**src/rtl/hdmi_tmds_pkg.sv**
```systemverilog
// TMDS control tokens, video guard-band words and the period_state encoding
// shared by the period scheduler and its environment.
package hdmi_tmds_pkg;

  localparam logic [9:0] TOK_00 = 10'b1101010100;
  localparam logic [9:0] TOK_01 = 10'b0010101011;
  localparam logic [9:0] TOK_10 = 10'b0101010100;
  localparam logic [9:0] TOK_11 = 10'b1010101011;

  localparam logic [9:0] GB_CH0 = 10'b1011001100;
  localparam logic [9:0] GB_CH1 = 10'b0100110011;
  localparam logic [9:0] GB_CH2 = 10'b1011001100;

  typedef enum logic [1:0] {
    PS_CTRL  = 2'd0,
    PS_PRE   = 2'd1,
    PS_GUARD = 2'd2,
    PS_VIDEO = 2'd3
  } period_e;

  // Control token selected by the two control bits {c1,c0}.
  function automatic logic [9:0] ctrl_token(input logic c1, input logic c0);
    case ({c1, c0})
      2'b00:   return TOK_00;
      2'b01:   return TOK_01;
      2'b10:   return TOK_10;
      default: return TOK_11;
    endcase
  endfunction

endpackage

```
**src/rtl/hdmi_period_sched_if.sv**
```systemverilog
// Pixel-side bundle of the period scheduler: encoded pixel stream and sync in,
// serializer words, period state and error flag out.
interface hdmi_period_sched_if;

  logic       de_in;
  logic       hsync_in;
  logic       vsync_in;
  logic [9:0] tmds_in_ch0;
  logic [9:0] tmds_in_ch1;
  logic [9:0] tmds_in_ch2;
  logic       err_clr;
  logic [9:0] par_data_ch0;
  logic [9:0] par_data_ch1;
  logic [9:0] par_data_ch2;
  logic [1:0] period_state;
  logic       err_short_blank;

  modport master (
    output de_in, hsync_in, vsync_in, tmds_in_ch0, tmds_in_ch1, tmds_in_ch2, err_clr,
    input  par_data_ch0, par_data_ch1, par_data_ch2, period_state, err_short_blank
  );

  modport slave (
    input  de_in, hsync_in, vsync_in, tmds_in_ch0, tmds_in_ch1, tmds_in_ch2, err_clr,
    output par_data_ch0, par_data_ch1, par_data_ch2, period_state, err_short_blank
  );

endinterface

```
**src/rtl/tmds_delay_line.sv**
```systemverilog
// Fixed-depth synchronous shift register; every stage is cleared by sys_rst.
module tmds_delay_line #(
  parameter int DEPTH = 10,
  parameter int WIDTH = 33
) (
  input  logic             clk_1x,
  input  logic             sys_rst,
  input  logic [WIDTH-1:0] din,
  output logic [WIDTH-1:0] dout
);

  logic [WIDTH-1:0] taps [DEPTH];

  // Advance one stage per pixel clock; reset flushes the whole line.
  always_ff @(posedge clk_1x) begin
    if (sys_rst) begin
      for (int i = 0; i < DEPTH; i++) taps[i] <= '0;
    end else begin
      taps[0] <= din;
      for (int i = 1; i < DEPTH; i++) taps[i] <= taps[i-1];
    end
  end

  assign dout = taps[DEPTH-1];

endmodule

```
**src/rtl/hdmi_period_sched.sv**
```systemverilog
// Per-pixel period scheduler ahead of the three TMDS serializers.
// The pixel stream is delayed PRE_LEN+GB_LEN cycles so that a de rise seen on
// the undelayed input can open preamble and guard band before the first pixel
// leaves the delay line. Outputs are registered: total latency DLY+1.
// Build option HDMI_GUARD_EN: defined -> HDMI framing (preamble, guard band,
// short-blank detection); undefined -> DVI mode (control tokens or video only).
module hdmi_period_sched
  import hdmi_tmds_pkg::*;
#(
  parameter int PRE_LEN = 8,
  parameter int GB_LEN  = 2
) (
  input logic                clk_1x,
  input logic                sys_rst,
  hdmi_period_sched_if.slave bus
);

  localparam int DLY   = PRE_LEN + GB_LEN;
  localparam int CNT_W = $clog2(DLY + 1);

  logic [32:0] dl_in;
  logic [32:0] dl_out;
  logic        de_d;
  logic        hs_d;
  logic        vs_d;
  logic [29:0] vid_d;

  period_e     state_p1;
  logic [29:0] par_p1;

  // Channel words for the period about to be presented ({ch2,ch1,ch0}).
  function automatic logic [29:0] period_words(input period_e s, input logic vs,
                                               input logic hs, input logic [29:0] vid);
    case (s)
      PS_PRE:   return {TOK_00, TOK_01, ctrl_token(vs, hs)};
      PS_GUARD: return {GB_CH2, GB_CH1, GB_CH0};
      PS_VIDEO: return vid;
      default:  return {TOK_00, TOK_00, ctrl_token(vs, hs)};
    endcase
  endfunction

  assign dl_in = {bus.de_in, bus.hsync_in, bus.vsync_in,
                  bus.tmds_in_ch2, bus.tmds_in_ch1, bus.tmds_in_ch0};

  tmds_delay_line #(.DEPTH(DLY), .WIDTH(33)) u_dly (
    .clk_1x  (clk_1x),
    .sys_rst (sys_rst),
    .din     (dl_in),
    .dout    (dl_out)
  );

  assign de_d  = dl_out[32];
  assign hs_d  = dl_out[31];
  assign vs_d  = dl_out[30];
  assign vid_d = dl_out[29:0];

  assign bus.par_data_ch0 = par_p1[9:0];
  assign bus.par_data_ch1 = par_p1[19:10];
  assign bus.par_data_ch2 = par_p1[29:20];
  assign bus.period_state = state_p1;

`ifdef HDMI_GUARD_EN

  logic             de_in_q;
  logic             rise;
  logic             skip_d;
  logic             direct_vid;
  logic             reject;
  logic             err_q;
  logic [CNT_W-1:0] cnt;

  // A rise is honoured only from CTRL; a rejected rise marks its region so the
  // region is later sent as bare video, entered straight from CTRL.
  assign rise       = bus.de_in & ~de_in_q;
  assign direct_vid = (state_p1 == PS_CTRL) & skip_d & de_d;
  assign reject     = rise & ((state_p1 != PS_CTRL) | direct_vid);

  tmds_delay_line #(.DEPTH(DLY), .WIDTH(1)) u_skip (
    .clk_1x  (clk_1x),
    .sys_rst (sys_rst),
    .din     (reject),
    .dout    (skip_d)
  );

  assign bus.err_short_blank = err_q;

  // Period FSM: state, counter, registered channel words and sticky error.
  always_ff @(posedge clk_1x) begin
    if (sys_rst) begin
      state_p1 <= PS_CTRL;
      cnt      <= '0;
      de_in_q  <= 1'b0;
      err_q    <= 1'b0;
      par_p1   <= {TOK_00, TOK_00, TOK_00};
    end else begin
      de_in_q <= bus.de_in;
      if (reject)           err_q <= 1'b1;
      else if (bus.err_clr) err_q <= 1'b0;
      cnt <= '0;
      unique case (state_p1)
        PS_CTRL: begin
          if (direct_vid) begin
            state_p1 <= PS_VIDEO;
            par_p1   <= period_words(PS_VIDEO, vs_d, hs_d, vid_d);
          end else if (rise) begin
            state_p1 <= PS_PRE;
            par_p1   <= period_words(PS_PRE, vs_d, hs_d, vid_d);
          end else begin
            par_p1   <= period_words(PS_CTRL, vs_d, hs_d, vid_d);
          end
        end
        PS_PRE: begin
          if (cnt == CNT_W'(PRE_LEN - 1)) begin
            state_p1 <= PS_GUARD;
            par_p1   <= period_words(PS_GUARD, vs_d, hs_d, vid_d);
          end else begin
            cnt      <= cnt + CNT_W'(1);
            par_p1   <= period_words(PS_PRE, vs_d, hs_d, vid_d);
          end
        end
        PS_GUARD: begin
          if (cnt == CNT_W'(GB_LEN - 1)) begin
            state_p1 <= PS_VIDEO;
            par_p1   <= period_words(PS_VIDEO, vs_d, hs_d, vid_d);
          end else begin
            cnt      <= cnt + CNT_W'(1);
            par_p1   <= period_words(PS_GUARD, vs_d, hs_d, vid_d);
          end
        end
        PS_VIDEO: begin
          if (de_d) begin
            par_p1   <= period_words(PS_VIDEO, vs_d, hs_d, vid_d);
          end else begin
            state_p1 <= PS_CTRL;
            par_p1   <= period_words(PS_CTRL, vs_d, hs_d, vid_d);
          end
        end
      endcase
    end
  end

`else

  logic unused_err_clr;

  assign unused_err_clr      = bus.err_clr;
  assign bus.err_short_blank = 1'b0;

  // DVI: present video whenever delayed de is high, control tokens otherwise.
  always_ff @(posedge clk_1x) begin
    if (sys_rst) begin
      state_p1 <= PS_CTRL;
      par_p1   <= {TOK_00, TOK_00, TOK_00};
    end else if (de_d) begin
      state_p1 <= PS_VIDEO;
      par_p1   <= period_words(PS_VIDEO, vs_d, hs_d, vid_d);
    end else begin
      state_p1 <= PS_CTRL;
      par_p1   <= period_words(PS_CTRL, vs_d, hs_d, vid_d);
    end
  end

`endif

endmodule

```
**src/flat_wrapper.sv**
```systemverilog
// flat-port wrapper written by rule: the top's interface ports become plain ports
module hdmi_period_sched_flat import hdmi_tmds_pkg::*;
#(
  parameter int PRE_LEN = 8,
  parameter int GB_LEN  = 2
)
  (clk_1x, sys_rst, bus_de_in, bus_hsync_in, bus_vsync_in, bus_tmds_in_ch0, bus_tmds_in_ch1, bus_tmds_in_ch2, bus_err_clr, bus_par_data_ch0, bus_par_data_ch1, bus_par_data_ch2, bus_period_state, bus_err_short_blank);
  hdmi_period_sched_if bus_i ();
  input logic clk_1x;
  input logic sys_rst;
  input wire logic [$bits(bus_i.de_in)-1:0] bus_de_in;
  input wire logic [$bits(bus_i.hsync_in)-1:0] bus_hsync_in;
  input wire logic [$bits(bus_i.vsync_in)-1:0] bus_vsync_in;
  input wire logic [$bits(bus_i.tmds_in_ch0)-1:0] bus_tmds_in_ch0;
  input wire logic [$bits(bus_i.tmds_in_ch1)-1:0] bus_tmds_in_ch1;
  input wire logic [$bits(bus_i.tmds_in_ch2)-1:0] bus_tmds_in_ch2;
  input wire logic [$bits(bus_i.err_clr)-1:0] bus_err_clr;
  output wire logic [$bits(bus_i.par_data_ch0)-1:0] bus_par_data_ch0;
  output wire logic [$bits(bus_i.par_data_ch1)-1:0] bus_par_data_ch1;
  output wire logic [$bits(bus_i.par_data_ch2)-1:0] bus_par_data_ch2;
  output wire logic [$bits(bus_i.period_state)-1:0] bus_period_state;
  output wire logic [$bits(bus_i.err_short_blank)-1:0] bus_err_short_blank;
  assign bus_i.de_in = bus_de_in;
  assign bus_i.hsync_in = bus_hsync_in;
  assign bus_i.vsync_in = bus_vsync_in;
  assign bus_i.tmds_in_ch0 = bus_tmds_in_ch0;
  assign bus_i.tmds_in_ch1 = bus_tmds_in_ch1;
  assign bus_i.tmds_in_ch2 = bus_tmds_in_ch2;
  assign bus_i.err_clr = bus_err_clr;
  assign bus_par_data_ch0 = bus_i.par_data_ch0;
  assign bus_par_data_ch1 = bus_i.par_data_ch1;
  assign bus_par_data_ch2 = bus_i.par_data_ch2;
  assign bus_period_state = bus_i.period_state;
  assign bus_err_short_blank = bus_i.err_short_blank;
  hdmi_period_sched #(.PRE_LEN(PRE_LEN), .GB_LEN(GB_LEN)) u_core (.clk_1x(clk_1x), .sys_rst(sys_rst), .bus(bus_i));
endmodule
```
**config.mk**
```make
export PLATFORM = sky130hd
export DESIGN_NAME = hdmi_period_sched_flat
export DESIGN_NICKNAME = d
export VERILOG_FILES = /design/src/rtl/hdmi_tmds_pkg.sv /design/src/rtl/hdmi_period_sched_if.sv /design/src/rtl/tmds_delay_line.sv /design/src/rtl/hdmi_period_sched.sv /design/src/flat_wrapper.sv
export SDC_FILE = /design/constraint.sdc
export NUM_CORES = 1
export LEC_CHECK = 0
export CORE_ASPECT_RATIO = 0.6
export CORE_UTILIZATION = 51
export DETAILED_ROUTE_END_ITERATION = 8
export PLACE_DENSITY_LB_ADDON = 0.1
export RECOVER_POWER = 100
export SLEW_MARGIN = 30
export SYNTH_ARGS = -nofsm -noshare
export SYNTH_HDL_FRONTEND = slang
export SYNTH_SLANG_ARGS = --single-unit
```
**constraint.sdc**
```tcl
create_clock -name clk_1x -period 1.05 [get_ports clk_1x]
set_clock_uncertainty 0.05 [all_clocks]
set_input_delay 0.105 -clock clk_1x [delete_from_list [all_inputs] [get_ports clk_1x]]
set_output_delay 0.105 -clock clk_1x [all_outputs]
set_load 0.1 [all_outputs]
```
# Word level (Yosys, flattened, before mapping)
# Memory sizes are Yosys's and may differ from the RTL's.
# Index checks and enable logic that the tools add are counted.
[op_classes]
add_sub_neg = 0
n_mul = 0
n_div = 0
n_lt_le_gt_ge = 0
eq_ne = 2
n_shift = 0
mux = 16
n_bitwise = 11
n_reduce_logical = 2
[op_table]
columns = ["op", "count"]
rows = [
  ["33-bit 2-to-1 mux", 10],
  ["10-bit case mux with 3 select lines", 1],
  ["10-bit 2-to-1 mux", 1],
  ["1-bit OR", 10],
  ["1-bit 2-to-1 mux", 3],
  ["2-bit by 1-bit equality test with 1-bit output, second input constant", 1],
  ["2-bit equality test, second input constant", 1],
  ["2-bit logical NOT", 1],
  ["2-bit 2-to-1 mux", 1],
  ["2-bit OR reduction", 1],
  ["1-bit inverter", 1],
]
[word_totals]
ff_bits = 32
latchBits = 0
ram_bits = 330
mem_bits_ro = 0
output_inout_bits = 33
wordCells = 35
n_memories = 1
[memory_table]
columns = ["memory", "depth", "word_bits", "rd", "rd_clocked_by_memory_dff", "write_ports", "line_no", "source"]
rows = [
  ["u_core.u_dly.taps", 10, 33, 10, 0, 10, "tmds_delay_line.sv:12", "logic [WIDTH-1:0] taps [DEPTH];"],
]

# Logic depth before layout (Yosys ltp)
# An unclocked memory read counts as a cell.
[depth]
ltp_word = 4
ltp_mapped = 4

# By module
# From an unflattened synthesis, not the netlist that was laid out.
[unflattened]
hier_cells = 807
area_unflattened_um2 = 10795.4
[modules_own_cells]
columns = ["mod", "n_inst", "cells_each", "area_each_um2"]
rows = [
  ["tmds_delay_line", 1, 730, 9883.2],
  ["hdmi_period_sched", 1, 77, 912.1],
]

# Worst setup path before layout
# No wires, ideal clock.
[synth_timing]
path_kind = "register to output"
startpoint = "register, netlist name u_core.bus.period_state[0]"
endpoint = "output bus_period_state[1]"
arrival_time_ns = 1.356
path_slack_ns = -0.461
stages_incl_launch_ff = 2
cell_sequence = "dfxtp_1 -> buf_4"
[synth_rtl]
columns = ["item", "line_no", "source"]
rows = [
  ["end, declared", "flat_wrapper.sv:21", "output wire logic [$bits(bus_i.period_state)-1:0] bus_period_state;"],
]

# Final worst setup path
[layout_timing]
startpoint = "register u_core.state_p1[0], in the netlist u_core.bus.period_state[0]"
endpoint = "output bus_period_state[0]"
[layout_rtl]
columns = ["item", "line_no", "source"]
rows = [
  ["start, declared", "hdmi_period_sched.sv:28", "period_e state_p1;"],
  ["start signal, assigned", "hdmi_period_sched.sv:152", "state_p1 <= PS_CTRL;"],
  ["start signal, assigned", "hdmi_period_sched.sv:155", "state_p1 <= PS_VIDEO;"],
  ["start signal, assigned", "hdmi_period_sched.sv:158", "state_p1 <= PS_CTRL;"],
]
# No word-level cell between the ends.

==> summary.txt <==
Logic synthesis
  • Mapped Avg Cell Area: around 13 µm²
  • Main combinational cell family by area after synthesis: simple AND/OR/NAND/NOR gates
  • Synth top area share: 0.733
  • Post-Synth Adder-Cell Area: 0.00508
  • Post-synthesis cell type count: 16
  • Seq/Total Area, Yosys: 0.733
  • Number of synthesized register bits: around 360
  • Post-Synthesis Cells: around 800
  • XOR/XNOR Fraction of Synth Area: 0
  • Synth area leaders: dfxtp_1 (73%), nor2b_1 (22%), buf_2 (1.7%), and2_1 (0.63%), nand2b_1 (0.63%)
  • Simple-gate share of the synthesized area: 0.233
  • Syn_nets: 824
  • Multiplexer share of the synthesized area: 0
  • Post-synth top area cell: dfxtp_1
  • YS warnings: 0
  • Mapped cell area: 9850 µm²
  • Synth Area in Compound Gates: 0.00394

Clocking
  • Reg clk slew, reported paths: ~0.060 ns
  • Clock Sinks: 361
  • H-tree depth: 1
  • Clock buffer count from CTS: 31
  • Maximum clock path buffer count: 3
  • Root buf cell: clkbuf_16
  • CTS tree: built
  • Clock Latency Late Sink: about 0.53 ns

Floorplan
  • Die Wd: 181 µm
  • I/O pins: 69
  • Die Height: 110 µm
  • Initial Util: 0.533
  • CORE AREA: 18500 µm²
  • Cell Rows: 38
  • Die area: between 15000 and 20000 µm²

Critical path
  • Number of cells on the critical path: 1
  • Crit path max fanout: 2
  • Crit Reg-Reg Startpoint: u_core.u_dly.taps[0][328]
  • Master of the slowest instance on the critical path: dfxtp_4
  • Crit path largest cell delay: around 0.37 ns
  • WS Path Type: reg2out
  • Critical Path Start: u_core.bus.period_state[0]
  • Cell chain of the critical path: buf_12
  • Required time worst endpoint: slightly below 0.9 ns
  • Critical path buffer and inverter count: 1
  • Worst path arrival time: about 1.1 ns
  • Startpoint Class: flop
  • Critical path's top delay family: flip-flops
  • Worst r2r path cells: 4
  • CP Capture Type: output pin

Global route
  • Total grt overflow: 0
  • Vias in the first global route: about 4100
  • Largest net degree at the start of global routing: 34
  • Initial antenna violation count: 0
  • Total track usage: 0.108
  • First-pass GRT wire length: around 18000 µm

Final layout
  • Ratio of cells with drive above 1 in the final layout: 0.169
  • Fin cells: 1125
  • Net count, final: ~900
  • Syn-to-layout area delta: 24.7%
  • Ant diodes: 0
  • Final instance area: around 12000 µm²

STA
  • Period utilisation layout: 1.18
  • Setup-failing EPs final: roughly 280
  • RSZ-0062 raised after global routing: true
  • Minimum clock period: ~1.2 ns
  • Hold slack: ~0.072 ns
  • Max Freq: around 810 MHz
  • Final Hold Vio Count: 0
  • Fin. max-slew vios: 0
  • Setup ws final: -0.189 ns

Power
  • Logic pwr share: 0.022
  • Pint: roughly 0.020 W
  • Final Power: approximately 0.025 W
  • Share of total power in the clock network: 0.421
  • PwrDens: just over 2000 nW/µm²
  • Worst ir drop on vdd: 1.48 mV
  • Net Sw Power: roughly 0.0047 W
  • Sw frac: 0.186
  • Seq pwr share: 0.557
  • Static leakage: roughly 4.9 nW

Place
  • Placed Instances: approximately 1100
  • Pre-CTS setup slack: -0.130 ns
  • Final Wtd Congestion: about 0.68
  • Number of port buffers: between 60 and 70
  • Post-DP Area: approximately 11000 µm²
  • HPWL after DPL: about 6400 µm

Route
  • WL final: roughly 10000 µm
  • Max layer used: met4
  • Drt wl/cell: roughly 8.7 µm
  • Vias: roughly 4400
  • Initial DRC Count: approximately 120
  • Vias/cell: 3.88
  • DRC viols: 0
  • Wire length on met1: around 5000 µm
  • Antenna Nets Post-Route: 0
  • Wire length on met3: 591 µm
  • DR WL met2: about 3800 µm
  • First drt pass iteration count: 3

Worst hold path
  • HP Class: in2reg
  • Min-delay src: bus_tmds_in_ch2[8]
  • Hold-critical path depth: 2

Run
  • Max cap viols: 0

Run status
  • Failing checks: setup timing
  • Outcome: finished, violations left
[power by group through the flow]
stage / Combinational, W / Clock, W / Sequential, W
floorplan: 0.000353 / 0 / 0.0142
finish: 0.000554 / 0.0105 / 0.0139
CTS: 0.000585 / 0.0108 / 0.0139
global route: 0.000616 / 0.0116 / 0.0139
detailed placement: 0.000578 / 0 / 0.0142
global placement: 0.000563 / 0 / 0.0142
[worst register-to-register path, cell delays in order (launching register included)]
cell and delay (ns):
dfxtp_4 0.36, buf_6 0.12, ha_4 0.15, nor3_4 0.25, nor3_1 0.09
[cells by family (layout without fill, tap and decap cells)]
| kind of cell | count (synthesis) | in the layout |
|---|---|---|
| and+or+nand+nor | 368 | 368 |
| DFF | 361 | 361 |
| buffers and inverters | 45 | 146 |
| AOI/OAI and AO/OA | 5 | 5 |
| adders and majority gates | 4 | 4 |
| other | 1 | 1 |
[registers in the layout, indices dropped and copies added, names as in the netlist]
name,flops
u_core.u_dly.taps,330
u_core.par_p1,30
u_core.bus.period_state,1
[metal layers]
| metal | global-route usage | vias up |
|---|---|---|
| met5 | 0 | - |
| met4 | 0.0466 | 0 |
| met3 | 0.0308 | 34 |
| met2 | 0.162 | 102 |
| met1 | 0.146 | 1706 |
| li1 | - | 2520 |
[repair_timing]
item | in CTS | in global routing
setup endpoints to repair | 62 | 62
pin swaps | 9 | 3
gates resized for setup | 14 | 10
setup buffers | 1 | 0
hold buffers | 1 | 0
gates cloned | 0 | 0
hold endpoints to repair | 112 | 0
[layout by cell type (no fill, tap or decap), drive strengths merged]
cell type and n:
clkinv 3, nor2 1, clkdlybuf4s50 33, dlygate4sd3 1, clkinvlp 3, buf 51
conb 1, nand2b 10, inv 4, nor2b 340, dfxtp 361, nor3 7
a211o 1, clkbuf 50, and2 10, ha 4, o21bai 4, bufinv 1
[cell type report]
cell class	count	area, µm²
timing repair buffer	90	1240
multi-input combinational	378	2470
fill	1440	6210
tap	240	300
clock buffer	45	898
clock inverter	9	85.1
sequential	361	7280
inverter	2	12.5
[worst paths after layout]
| check | to | slack [ns] |
|---|---|---|
| min | u_core.u_dly.taps[0][28] | 0.07 |
| min reg2reg | u_core.par_p1[16] | 0.36 |
| max reg2reg | u_core.par_p1[1] | -0.09 |
| max | bus_period_state[0] | -0.19 |
[metrics by stage]
step | TNS, ns | util
after floorplan | -0.0140 | -
after global placement | -0.160 | 0.608
after detailed placement | -0.998 | 0.608
after CTS | -6.21 | 0.665
after global routing | -43.54 | 0.664
final | -25.77 | 0.664
[synth_stat cells, drive strengths merged]
library cell	number
dfxtp	361
nor2b	340
buf	38
and2	10
nand2b	10
nor3	7
clkbuf	5
ha	4
o21bai	4
inv	2
a211o	1
conb	1
nor2	1
No activity file was read; power rests on OpenSTA's default activity.
